`src/rtl/read_burst_issuer.sv`:
```
// read_burst_issuer: splits a burst command into per-word read requests and returns the data in order, credit-bounded.
// Ports:
//   clk, rstn                  clock, synchronous active-low reset
//   cmd_*                      burst command (start address, length in words)
//   req_addr_*                 per-word read address stream
//   bak_data_*                 returned read data (always accepted)
//   out_*                      in-order data to downstream, tlast on the final word
//   busy, done, err            status: not idle, completion pulse, sticky orphan-response flag
module read_burst_issuer #(
    parameter int ADDR_WIDTH      = 48,
    parameter int DATA_WIDTH      = 64,
    parameter int LEN_WIDTH       = 16,
    parameter int STRIDE          = 8,
    parameter int MAX_OUTSTANDING = 4
) (
    input  logic                  clk,
    input  logic                  rstn,
    input  logic                  cmd_tvalid,
    output logic                  cmd_tready,
    input  logic [ADDR_WIDTH-1:0] cmd_addr,
    input  logic [LEN_WIDTH-1:0]  cmd_len,
    output logic                  req_addr_tvalid,
    input  logic                  req_addr_tready,
    output logic [ADDR_WIDTH-1:0] req_addr_tdata,
    input  logic                  bak_data_tvalid,
    output logic                  bak_data_tready,
    input  logic [DATA_WIDTH-1:0] bak_data_tdata,
    output logic                  out_tvalid,
    input  logic                  out_tready,
    output logic [DATA_WIDTH-1:0] out_tdata,
    output logic                  out_tlast,
    output logic                  busy,
    output logic                  done,
    output logic                  err
);
    localparam int CW = $clog2(MAX_OUTSTANDING + 1);
    localparam int PW = MAX_OUTSTANDING > 1 ? $clog2(MAX_OUTSTANDING) : 1;
    typedef enum logic [1:0] {IDLE, ISSUE, DRAIN} state_t;
    state_t                state_q, state_d;
    logic [ADDR_WIDTH-1:0] addr_q, addr_d;
    logic [LEN_WIDTH-1:0]  issue_left_q, issue_left_d, out_left_q, out_left_d;
    logic [CW-1:0]         credit_q, credit_d, fifo_cnt_q, fifo_cnt_d;
    logic [PW-1:0]         wr_ptr_q, wr_ptr_d, rd_ptr_q, rd_ptr_d;
    logic [DATA_WIDTH-1:0] mem_q [MAX_OUTSTANDING];
    logic [DATA_WIDTH-1:0] mem_d [MAX_OUTSTANDING];
    logic [DATA_WIDTH-1:0] out_data_q, out_data_d;
    logic                  req_valid_q, req_valid_d, out_valid_q, out_valid_d;
    logic                  out_last_q, out_last_d, done_q, done_d, err_q, err_d;
    logic                  cmd_hs, req_hs, push, load, pop;
    function automatic logic [PW-1:0] nxt(input logic [PW-1:0] p);
        return p == PW'(MAX_OUTSTANDING - 1) ? '0 : p + 1'b1;
    endfunction
    assign cmd_tready      = state_q == IDLE;
    assign busy            = state_q != IDLE;
    assign req_addr_tvalid = req_valid_q;
    assign req_addr_tdata  = addr_q;
    assign bak_data_tready = 1'b1;
    assign out_tvalid      = out_valid_q;
    assign out_tdata       = out_data_q;
    assign out_tlast       = out_last_q;
    assign done            = done_q;
    assign err             = err_q;
    always_comb begin
        cmd_hs       = cmd_tvalid && state_q == IDLE;
        req_hs       = req_valid_q && req_addr_tready;
        pop          = out_valid_q && out_tready;
        // the output register counts as buffered, so pending = credit - (fifo + output reg)
        push         = bak_data_tvalid && credit_q != fifo_cnt_q + CW'(out_valid_q);
        load         = fifo_cnt_q != '0 && (!out_valid_q || out_tready);
        state_d      = state_q;
        addr_d       = addr_q;
        issue_left_d = issue_left_q;
        out_left_d   = out_left_q;
        wr_ptr_d     = wr_ptr_q;
        rd_ptr_d     = rd_ptr_q;
        mem_d        = mem_q;
        done_d       = 1'b0;
        err_d        = err_q || (bak_data_tvalid && !push);
        if (cmd_hs) begin
            addr_d       = cmd_addr;
            issue_left_d = cmd_len;
            out_left_d   = cmd_len;
            state_d      = cmd_len != '0 ? ISSUE : IDLE;
            done_d       = cmd_len == '0;
        end
        if (req_hs) begin
            addr_d       = addr_q + ADDR_WIDTH'(STRIDE);
            issue_left_d = issue_left_q - 1'b1;
        end
        if (pop) out_left_d = out_left_q - 1'b1;
        if (push) begin
            mem_d[wr_ptr_q] = bak_data_tdata;
            wr_ptr_d        = nxt(wr_ptr_q);
        end
        if (load) rd_ptr_d = nxt(rd_ptr_q);
        credit_d    = credit_q + CW'(req_hs) - CW'(pop);
        fifo_cnt_d  = fifo_cnt_q + CW'(push) - CW'(load);
        out_valid_d = load || (out_valid_q && !out_tready);
        out_data_d  = load ? mem_q[rd_ptr_q] : out_data_q;
        // a word loaded while the current one leaves sees out_left one lower than now
        out_last_d  = load ? (out_valid_q ? out_left_q == LEN_WIDTH'(2) : out_left_q == LEN_WIDTH'(1))
                           : out_last_q && !pop;
        if (state_q == ISSUE && issue_left_d == '0) state_d = DRAIN;
        if (state_q == DRAIN && out_left_d == '0) begin
            state_d = IDLE;
            done_d  = 1'b1;
        end
        req_valid_d = state_d == ISSUE && issue_left_d != '0 && credit_d < CW'(MAX_OUTSTANDING);
    end
    always_ff @(posedge clk) begin
        if (!rstn) begin
            state_q      <= IDLE;
            addr_q       <= '0;
            issue_left_q <= '0;
            out_left_q   <= '0;
            credit_q     <= '0;
            fifo_cnt_q   <= '0;
            wr_ptr_q     <= '0;
            rd_ptr_q     <= '0;
            mem_q        <= '{default: '0};
            out_data_q   <= '0;
            req_valid_q  <= 1'b0;
            out_valid_q  <= 1'b0;
            out_last_q   <= 1'b0;
            done_q       <= 1'b0;
            err_q        <= 1'b0;
        end else begin
            state_q      <= state_d;
            addr_q       <= addr_d;
            issue_left_q <= issue_left_d;
            out_left_q   <= out_left_d;
            credit_q     <= credit_d;
            fifo_cnt_q   <= fifo_cnt_d;
            wr_ptr_q     <= wr_ptr_d;
            rd_ptr_q     <= rd_ptr_d;
            mem_q        <= mem_d;
            out_data_q   <= out_data_d;
            req_valid_q  <= req_valid_d;
            out_valid_q  <= out_valid_d;
            out_last_q   <= out_last_d;
            done_q       <= done_d;
            err_q        <= err_d;
        end
    end
endmodule

```
`config.mk`:
```
export PLATFORM = sky130hd
export DESIGN_NAME = read_burst_issuer
export DESIGN_NICKNAME = d
export VERILOG_FILES = /design/src/rtl/read_burst_issuer.sv
export SDC_FILE = /design/constraint.sdc
export NUM_CORES = 1
export LEC_CHECK = 0
export BUFFER_PORTS_ARGS = -buffer_cell sky130_fd_sc_hd__buf_2
export CAP_MARGIN = 20
export CORE_ASPECT_RATIO = 0.75
export CORE_MARGIN = 5
export CORE_UTILIZATION = 62
export DETAILED_ROUTE_END_ITERATION = 16
export PLACE_DENSITY = 0.85
export SYNTH_ARGS = -nofsm -noshare
export SYNTH_HDL_FRONTEND = slang
export SYNTH_SLANG_ARGS = --single-unit
```
`constraint.sdc`:
```
create_clock -name clk -period 6.86 [get_ports clk]
set_clock_uncertainty 0.1 [all_clocks]
set_input_delay 1.372 -clock clk [delete_from_list [all_inputs] [get_ports clk]]
set_output_delay 1.372 -clock clk [all_outputs]
set_load 0.01 [all_outputs]
```
# Yosys cells after proc, flatten, opt, wreduce, memory -nomap -nowiden
# Index checks and enable logic that the tools add are counted.
# totals
regBits,417
in_bits,134
out_inout_bits,120
elab_cells,93
# op_classes
n_addsub,10
magnitude_cmp,4
eq_ne,8
n_mux,22
bitwise_logic,2
reduce_logical,29
# op_table
op,count
$bwmux W256,1
$mux W64,3
$bmux W64 S2,1
$demux W64 S2,1
$mux W48,2
$mux W16,4
$add A48 B4 Y48 const B,1
$logic_not A16 Y1,3
$reduce_bool A16 Y1,2
$sub A16 B1 Y16 const B,2
$eq A16 B1 Y1 const B,1
$eq A16 B2 Y1 const B,1
$logic_and A1 B1 Y1,13
$mux W2,5
$add A3 B1 Y3,3
$eq A2 B2 Y1 const B,3
$ge A3 B3 Y1 const B,2
$not A2 Y3,2
$sub A3 B1 Y3,2
$mux W1,5
$add A2 B1 Y2 const B,2
$eq A2 B1 Y1 const B,2
$logic_not A1 Y1,4
$reduce_bool A2 Y1,2
6 further kinds,8

# Depth between registers and ports, before layout
# Gate-level depths: netlist of the first run.
# logic_depth
depth_word,11
ltp_mapped,16
depth_no_buf,15

# Least setup slack after synthesis of the first run
# Ideal clock, no wire load.
# synth_timing
path_kind,input-to-reg
from,input port req_addr_tready
to,"register req_valid_q, in the netlist req_addr_tvalid"
setup_ns,0.103
arrival_time_ns,3.905
required_ns,6.657
setup_slack_ns,2.751
cell_stages,13
n_path_buf,3
path_cell_list,and2_1 > inv_1 > clkbuf_1 > clkbuf_1 > buf_1 > ha_1 > inv_1 > ha_1 > inv_1 > fa_1 > xnor2_1 > xnor2_1 > a2111oi_2
# synth_via
elab_chain_len,9
elab_cells_between_ends,13
cone_classes,2 x add/sub; 1 x order compare; 1 x eq/ne; 3 x mux; 6 x reduce/logical
# synth_rtl
item,line_no,rtl
start: declaration,23,"input logic req_addr_tready,"
$logic_and A1 B1 Y1 (*),65,req_hs = req_valid_q && req_addr_tready;
"parallel branches: the longest is 7 deep, another holds $add A3 B1 Y3",--,
$logic_and A1 B1 Y1 (*),108,req_valid_d = state_d == ISSUE && issue_left_d != '0 && credit_d < CW'(MAX_OUTSTANDING);
end signal: assignment,138,req_valid_q <= req_valid_d;
end: declaration,47,"logic req_valid_q, req_valid_d, out_valid_q, out_valid_d;"
# Every way passes the cells marked *.
# A chain may end at the register's enable or synchronous reset.

# Worst setup path in the final report of the first run
# layout_timing
from,input port req_addr_tready
to,register state_q[1]
# layout_via
elab_chain_len,6
# layout_rtl
item,line_no,rtl
$logic_and A1 B1 Y1,65,
$mux W16,86,if (req_hs) begin
$logic_not A16 Y1,103,if (state_q == ISSUE && issue_left_d == '0) state_d = DRAIN;
$logic_and A1 B1 Y1,103,
$mux W2,103,
$mux W2,104,if (state_q == DRAIN && out_left_d == '0) begin
end signal: assignment,128,state_q <= state_d;
end: declaration,39,"state_t state_q, state_d;"
# Every way passes these cells.

==> impl_metrics.ini, run 1 <==
[yosys]
synthArstFlopShare = 0
syn_nets = 2316
synth_area_sq_um = 17900
syn_inst = 2164
synth_edf_count = 0
synth_ff_type = dfxtp_1
seq_area_frac_synth = 0.468
synth_seq_cells = 417
avgSynthCellArea_sq_um = 8.25
synth.distinct_cells = 68
ys.warnings.count = 0

[timing]
slew_headroom = 0.364
min_period_ps = 4080
hold_viol = 0
slew_viol_final = 0
fmaxAchievable_ghz = 0.245
setup_viol = 0
final.setup.tns_ps = 0
tightest_slew_ps = 954
fin_crit_sh = 0.595
rsz0062_at_grt = false

[worst_setup_path]
cp-startpoint = req_addr_tready
slowest_stage = inv_1
ff2ff_path_depth = 8
cp-endpoint = state_q[1]
rr_endpoint = req_addr_tvalid
slowest_delay_ps = 430
crit_type = in2reg
start_kind = input port
cp-end-kind = register
r2r_start = out_tvalid
cp_data_required_time_ps = 7230
path_cells = buf_2 -> and2_1 -> buf_4 -> inv_1 -> buf_4 -> nand2_1 -> buf_4 -> o221a_2 -> nor4_1 -> nand4b_1 -> o41ai_1 -> and3_2
path_max_fanout = 41
arrival_ps = 4460
crit_path_frequent_cell = buf_4
rrSetupSlack_ps = 3240

[placement]
dp_hpwl_mm = 32.0
gp_congestion = 0.929
io_buffers = 252
placed_cell_area_sq_um = 19200

[job]
cap_violations = 0

[worst_hold_path]
min-delay-start = out_tdata[24]
hold_path.class = reg2reg

[clocking]
hold_buffers = 0
cts_inserted_buffers = 40
cts_max_level = 2
cts_buffer_depth = 3
root_buffer = clkbuf_16
cts_sinks = 417
cts_tree = yes
clk_latency_ps = 540
cts_setup_buffers = 0
cts_resized = 0
clk_pin_slew_ps = 60

[grt]
grt_max_degree = 154
grt_pass1_vias = 16195
antenna_found_initial = 12
grt_usage = 0.312
grt_overflow_total = 0
grt_pass1_wl_mm = 83.0

[final_layout]
drive_above_1_share = 0.182
nets = 2474
fin_area_sq_um = 20500
synthToLayoutAreaGrowth_pct = 14.9
fillerInstances = 2160
post-route-util = 0.727

[routing]
drt-total-wl_mm = 51.8
avgRoutedWirePerCell_um = 18.9
drc = 0
dr_total_vias = 16707
via_per_inst = 6.08
drt_iter0_markers = 1710
ant_nets = 0
firstDrtPassIters = 6

[floorplanning]
initial_core_util = 0.633
die_h_um = 157
io_pins = 254
num_rows = 53
fp.dieW_um = 206
core_area_sq_um = 28200
dieArea_sq_um = 32300

[power_and_ir_drop]
power_density_nw_per_um2 = 367
vdd_drop_max_v = 0.000307
p_leak_uw = 0.00760
p_total_uw = 7530

[status]
status = finished, final reports clean
==> report_power, final <==
| part | leakage (uW) | internal (uW) | switching (uW) |
|---|---|---|---|
| registers | 0.00339 | 2790 | 330 |
| clock network | 0.000636 | 1250 | 922 |
| logic | 0.00357 | 829 | 1410 |
==> layout make-up <==
type / count / area (sq um) / share of cell area
Antenna cell: 9 / 22.5 / 0.00110
Clock buffer: 65 / 1210 / 0.0593
Clock inverter: 7 / 75.1 / 0.00366
Inverter: 29 / 116 / 0.00568
Multi-Input combinational cell: 1560 / 8810 / 0.430
Sequential cell: 417 / 8350 / 0.407
Tap cell: 385 / 482 / 0.0235
Timing Repair Buffer: 274 / 1420 / 0.0694
==> worst max-delay path, delay by kind of cell <==
family,cells,cell delay (ps)
AOI/OAI and AO/OA,2,710
and+or+nand+nor,5,890
buffers and inverters,5,1480
==> sequential cells by signal, summed over array words and instances (netlist names), 2 cells and up <==
register        cells
credit_q            3
fifo_cnt_q          3
issue_left_q       16
mem_q             256
out_left_q         16
out_tdata          64
rd_ptr_q            2
req_addr_tdata     48
state_q             2
wr_ptr_q            2
==> Yosys cell counts (13+ instances only) <==
| library cell | count | share of area |
|---|---|---|
| nand2_1 | 688 | 0.14 |
| dfxtp_1 | 417 | 0.47 |
| a21oi_1 | 355 | 0.10 |
| clkbuf_1 | 139 | 0.029 |
| nor2_1 | 65 | 0.014 |
| mux4_2 | 64 | 0.081 |
| o21ai_0 | 46 | 0.013 |
| nor3_1 | 39 | 0.011 |
| a211oi_1 | 33 | 0.014 |
| nand3_1 | 33 | 0.0093 |
| inv_1 | 28 | 0.0059 |
| and2_1 | 26 | 0.0091 |
| and3_1 | 23 | 0.0081 |
| a311oi_1 | 22 | 0.011 |
| nor4_1 | 22 | 0.0077 |
| ha_1 | 16 | 0.011 |
| buf_1 | 13 | 0.0027 |
==> routing by layer <==
metal,vias to the layer above,share of wire,GRT usage
li1,7834,-,-
met1,7958,0.40,0.421
met2,800,0.48,0.513
met3,105,0.095,0.0568
met4,10,0.022,0.108
met5,-,0.00091,0
==> metrics by stage <==
stage / setup WS (ps) / std cells / hold slack (ps)
2_1_floorplan: 2750 / 2164 / 333
3_3_place_gp: 2390 / 2664 / 338
3_5_place_dp: 2350 / 2664 / 343
4_1_cts: 2890 / 2736 / 352
5_1_grt: 2580 / 2744 / 363
6_report: 2780 / 2746 / 351
==> worst min path at each step <==
stage | to | depth (start not counted)
after floorplan | mem_q[127] | 2
after global placement | mem_q[84] | 2
after detailed placement | mem_q[128] | 2
after CTS | out_tdata[5] | 2
after global routing | mem_q[166] | 2
final | out_tdata[24] | 2
==> placed cells by master (no fill, tap or decap), drive strengths merged, types with 4 or more instances in the layout <==
cell type  synthesis  final
nand2            688    688
dfxtp            417    417
a21oi            355    355
buf               18    274
nor2              65     65
clkbuf           140     65
mux4              64     64
o21ai             46     46
nor3              40     40
a211oi            34     34
nand3             33     33
inv               28     30
and2              26     26
and3              24     24
nor4              23     23
a311oi            22     22
ha                16     16
nand4             12     12
o211ai            10     10
diode              0      9
or3                9      9
a221oi             9      9
xnor2              7      7
a31oi              7      7
and4               6      6
mux2i              5      5
o221ai             5      5
clkinv             1      5
or2                4      4
or4                4      4
==> cell families (layout without fill, tap and decap cells) <==
family                     after synthesis  count (layout)  synth area share
xor gates and xnor gates                 9               9           0.00442
other                                    1              10          0.000210
muxes                                   70              70            0.0842
adders and majority gates               18              18            0.0135
AOI/OAI and AO/OA                      515             515             0.165
and+or+nand+nor                        947             947             0.225
buffers and inverters                  187             375            0.0399
DFF                                    417             417             0.468
(Power assumes the default switching activity.)
==> run 2, diff against run 1 <==
- ABC_AREA: unset -> 1
- CORE_UTILIZATION: 62 -> 52
- PLACE_DENSITY: 0.85 -> 0.76
- clock period: 6.86 -> 3.52 ns (I/O delays scaled with it)
==> run 2 against run 1 <==
Compared with the run above: synthesized cell count up 24%; combinational power rose to 2.8 times the previous value; worst setup slack worse by 2200 ps; sequential cell count unchanged; critical path type is now reg2reg; largest power group unchanged.
==> impl_metrics.ini, run 2 <==
[yosys]
netlist_top_cells_area = dfxtp_1 44%, nand2_1 9.7%, a21oi_1 9.6%, o21ai_0 8.2%, nand3_1 5.5%
synth_ff_type = dfxtp_1
seq_area_frac_synth = 0.435
syn_nets = 2843
synthArstFlopShare = 0
synth.distinct_cells = 46
synth_area_sq_um = 19200
synth.most_common_cell = nand2_1
synthTopCellsByCount = 494 x nand2_1, 417 x dfxtp_1, 369 x a21oi_1
synth_seq_cells = 417
synth_edf_count = 0
syn_inst = 2691
yosys.area.top_type = dfxtp_1
ys.warnings.count = 0
avgSynthCellArea_sq_um = 7.13
yosys.area.top_type_share = 0.435

[power_and_ir_drop]
power_density_nw_per_um2 = 791
p_leak_uw = 0.00862
vdd_drop_max_v = 0.000703
p_total_uw = 17500

[clocking]
hold_buffers = 0
cts_buffer_depth = 3
cts_sinks = 417
cts_inserted_buffers = 42
clk_pin_slew_ps = 70
cts_setup_buffers = 0
cts_tree = yes
cts_max_level = 2
clk_latency_ps = 550
cts_resized = 0
root_buffer = clkbuf_16

[routing]
ant_nets = 0
avgRoutedWirePerCell_um = 17.0
via_per_inst = 5.70
dr_total_vias = 19142
firstDrtPassIters = 6
drc = 0
drt-total-wl_mm = 57.2
drt_iter0_markers = 1974

[floorplanning]
io_pins = 254
core_area_sq_um = 36100
num_rows = 60
dieArea_sq_um = 40900
initial_core_util = 0.531
fp.dieW_um = 232
die_h_um = 176

[placement]
io_buffers = 252
place.detailed.instances = 3275
gp_congestion = 0.914
dp_hpwl_mm = 36.0

[final_layout]
synthToLayoutAreaGrowth_pct = 15.6
nets = 2975
multiInputGateArea_sq_um = 9080
instances_no_fill = 3357
max_flop_register = mem_q
seqCellArea_sq_um = 8360
final_common_cell = nand2_1
most-common-layout-cells = 490 x nand2_1, 415 x dfxtp_1, 369 x a21oi_1
largest_register_ffs = 256
post-route-util = 0.614
fillerInstances = 3239
drive_above_1_share = 0.139

[timing]
setup_viol = 0
rsz0062_at_grt = false
fmaxAchievable_ghz = 0.336
min_period_ps = 2970
tightest_slew_ps = 939
fin_crit_sh = 0.844
final.setup.tns_ps = 0
slew_headroom = 0.374
holdWs_ps = 276
slew_viol_final = 0
hold_viol = 0

[worst_setup_path]
start_kind = register
crit_type = reg2reg
r2r_start = out_tvalid
slowest_stage = fa_1
path_cells = ha_1 -> ha_1 -> xnor2_1 -> xor2_1 -> nand2_1 -> nand2_1 -> ha_1 -> inv_1 -> ha_1 -> inv_1 -> fa_1 -> xor2_1 -> o21ai_0 -> a21oi_1
crit_path_frequent_cell = ha_1
rrSetupSlack_ps = 550
slowest_delay_ps = 370
ff2ff_path_depth = 14
cp-end-kind = register
rr_endpoint = fifo_cnt_q[2]
cp_data_required_time_ps = 3890
arrival_ps = 3340
path_max_fanout = 6
critPathTopFamily = adder cells
cp_num_buf_inv = 2

[worst_hold_path]
min-delay-start = cmd_addr[2]
hold-path-endpoint = req_addr_tdata[2]
hold_depth = 3
hold_path.class = in2reg

[grt]
grt_usage = 0.268
grt_pass1_wl_mm = 92.0
grt_max_degree = 213
grt_overflow_total = 0
antenna_found_initial = 6
grt_pass1_vias = 17976

[status]
status = finished, final reports clean

[job]
cap_violations = 0
-- run 2: cell types whose count changed after synthesis, moves of 22 or more --
cell      delta
a211oi_1    -33
and3_1      -23
a311oi_1    -22
inv_1      +217
o21ai_0    +268
and2_1      -25
nand3_1    +178
buf_2       +48
o211ai_1    +57
nor2_1      +71
a31oi_1     +88
mux4_2      -64
nand2_1    -194
-- run 2: worst max-delay path by stage --
stage | startpoint | to | slack [ps] | depth (start not counted)
after floorplan | req_addr_tready | req_addr_tvalid | 430 | 14
after global placement | out_tvalid | fifo_cnt_q[2] | 650 | 14
after detailed placement | out_tvalid | fifo_cnt_q[2] | 560 | 14
after CTS | out_tvalid | fifo_cnt_q[2] | 530 | 14
after global routing | out_tvalid | fifo_cnt_q[2] | 270 | 14
final | out_tvalid | fifo_cnt_q[2] | 550 | 14
-- run 2: power by group --
| group | switching, uW | internal [uW] |
|---|---|---|
| logic | 4220 | 2060 |
| clock network | 1910 | 2810 |
| registers | 744 | 5770 |
| total | 6880 | 10600 |
-- run 2: metal layers --
layer  routed length, um  track usage  up-vias
met5                  11            0        -
met1               25500        0.373     8967
li1                    -            -     9351
met2               26200        0.436      733
met4                1140       0.0736        2
met3                4290       0.0424       89
-- run 2: metrics by stage --
stage | area (sq um) | setup slack [ps]
6_report | 22200 | 548
5_1_grt | 22200 | 272
4_1_cts | 22100 | 530
3_5_place_dp | 20700 | 557
3_3_place_gp | 20700 | 645
2_1_floorplan | 19200 | 434
-- run 2: cell families after synthesis --
kind of cell	after synthesis	share of synthesized area
AND/OR/NAND/NOR	916	0.205
XOR/XNOR	21	0.00959
adder cells (fa/ha/maj)	18	0.0125
other	1	0.000196
buffers and inverters	448	0.0930
flip-flops	417	0.435
AO/OA/AOI/OAI	870	0.245
-- run 2: final cells by class --
type | count | area share
Multi-Input combinational cell | 1826 | 0.410
Sequential cell | 417 | 0.377
Timing Repair Buffer | 283 | 0.0749
Clock buffer | 62 | 0.0577
Inverter | 253 | 0.0433
Tap cell | 496 | 0.0280
Clock inverter | 14 | 0.00881
Antenna cell | 6 | 0.000678
-- run 2: worst min-delay path: stages --
cell and delay, ps:
buf_2 70, nor2_1 30, nor2_1 80
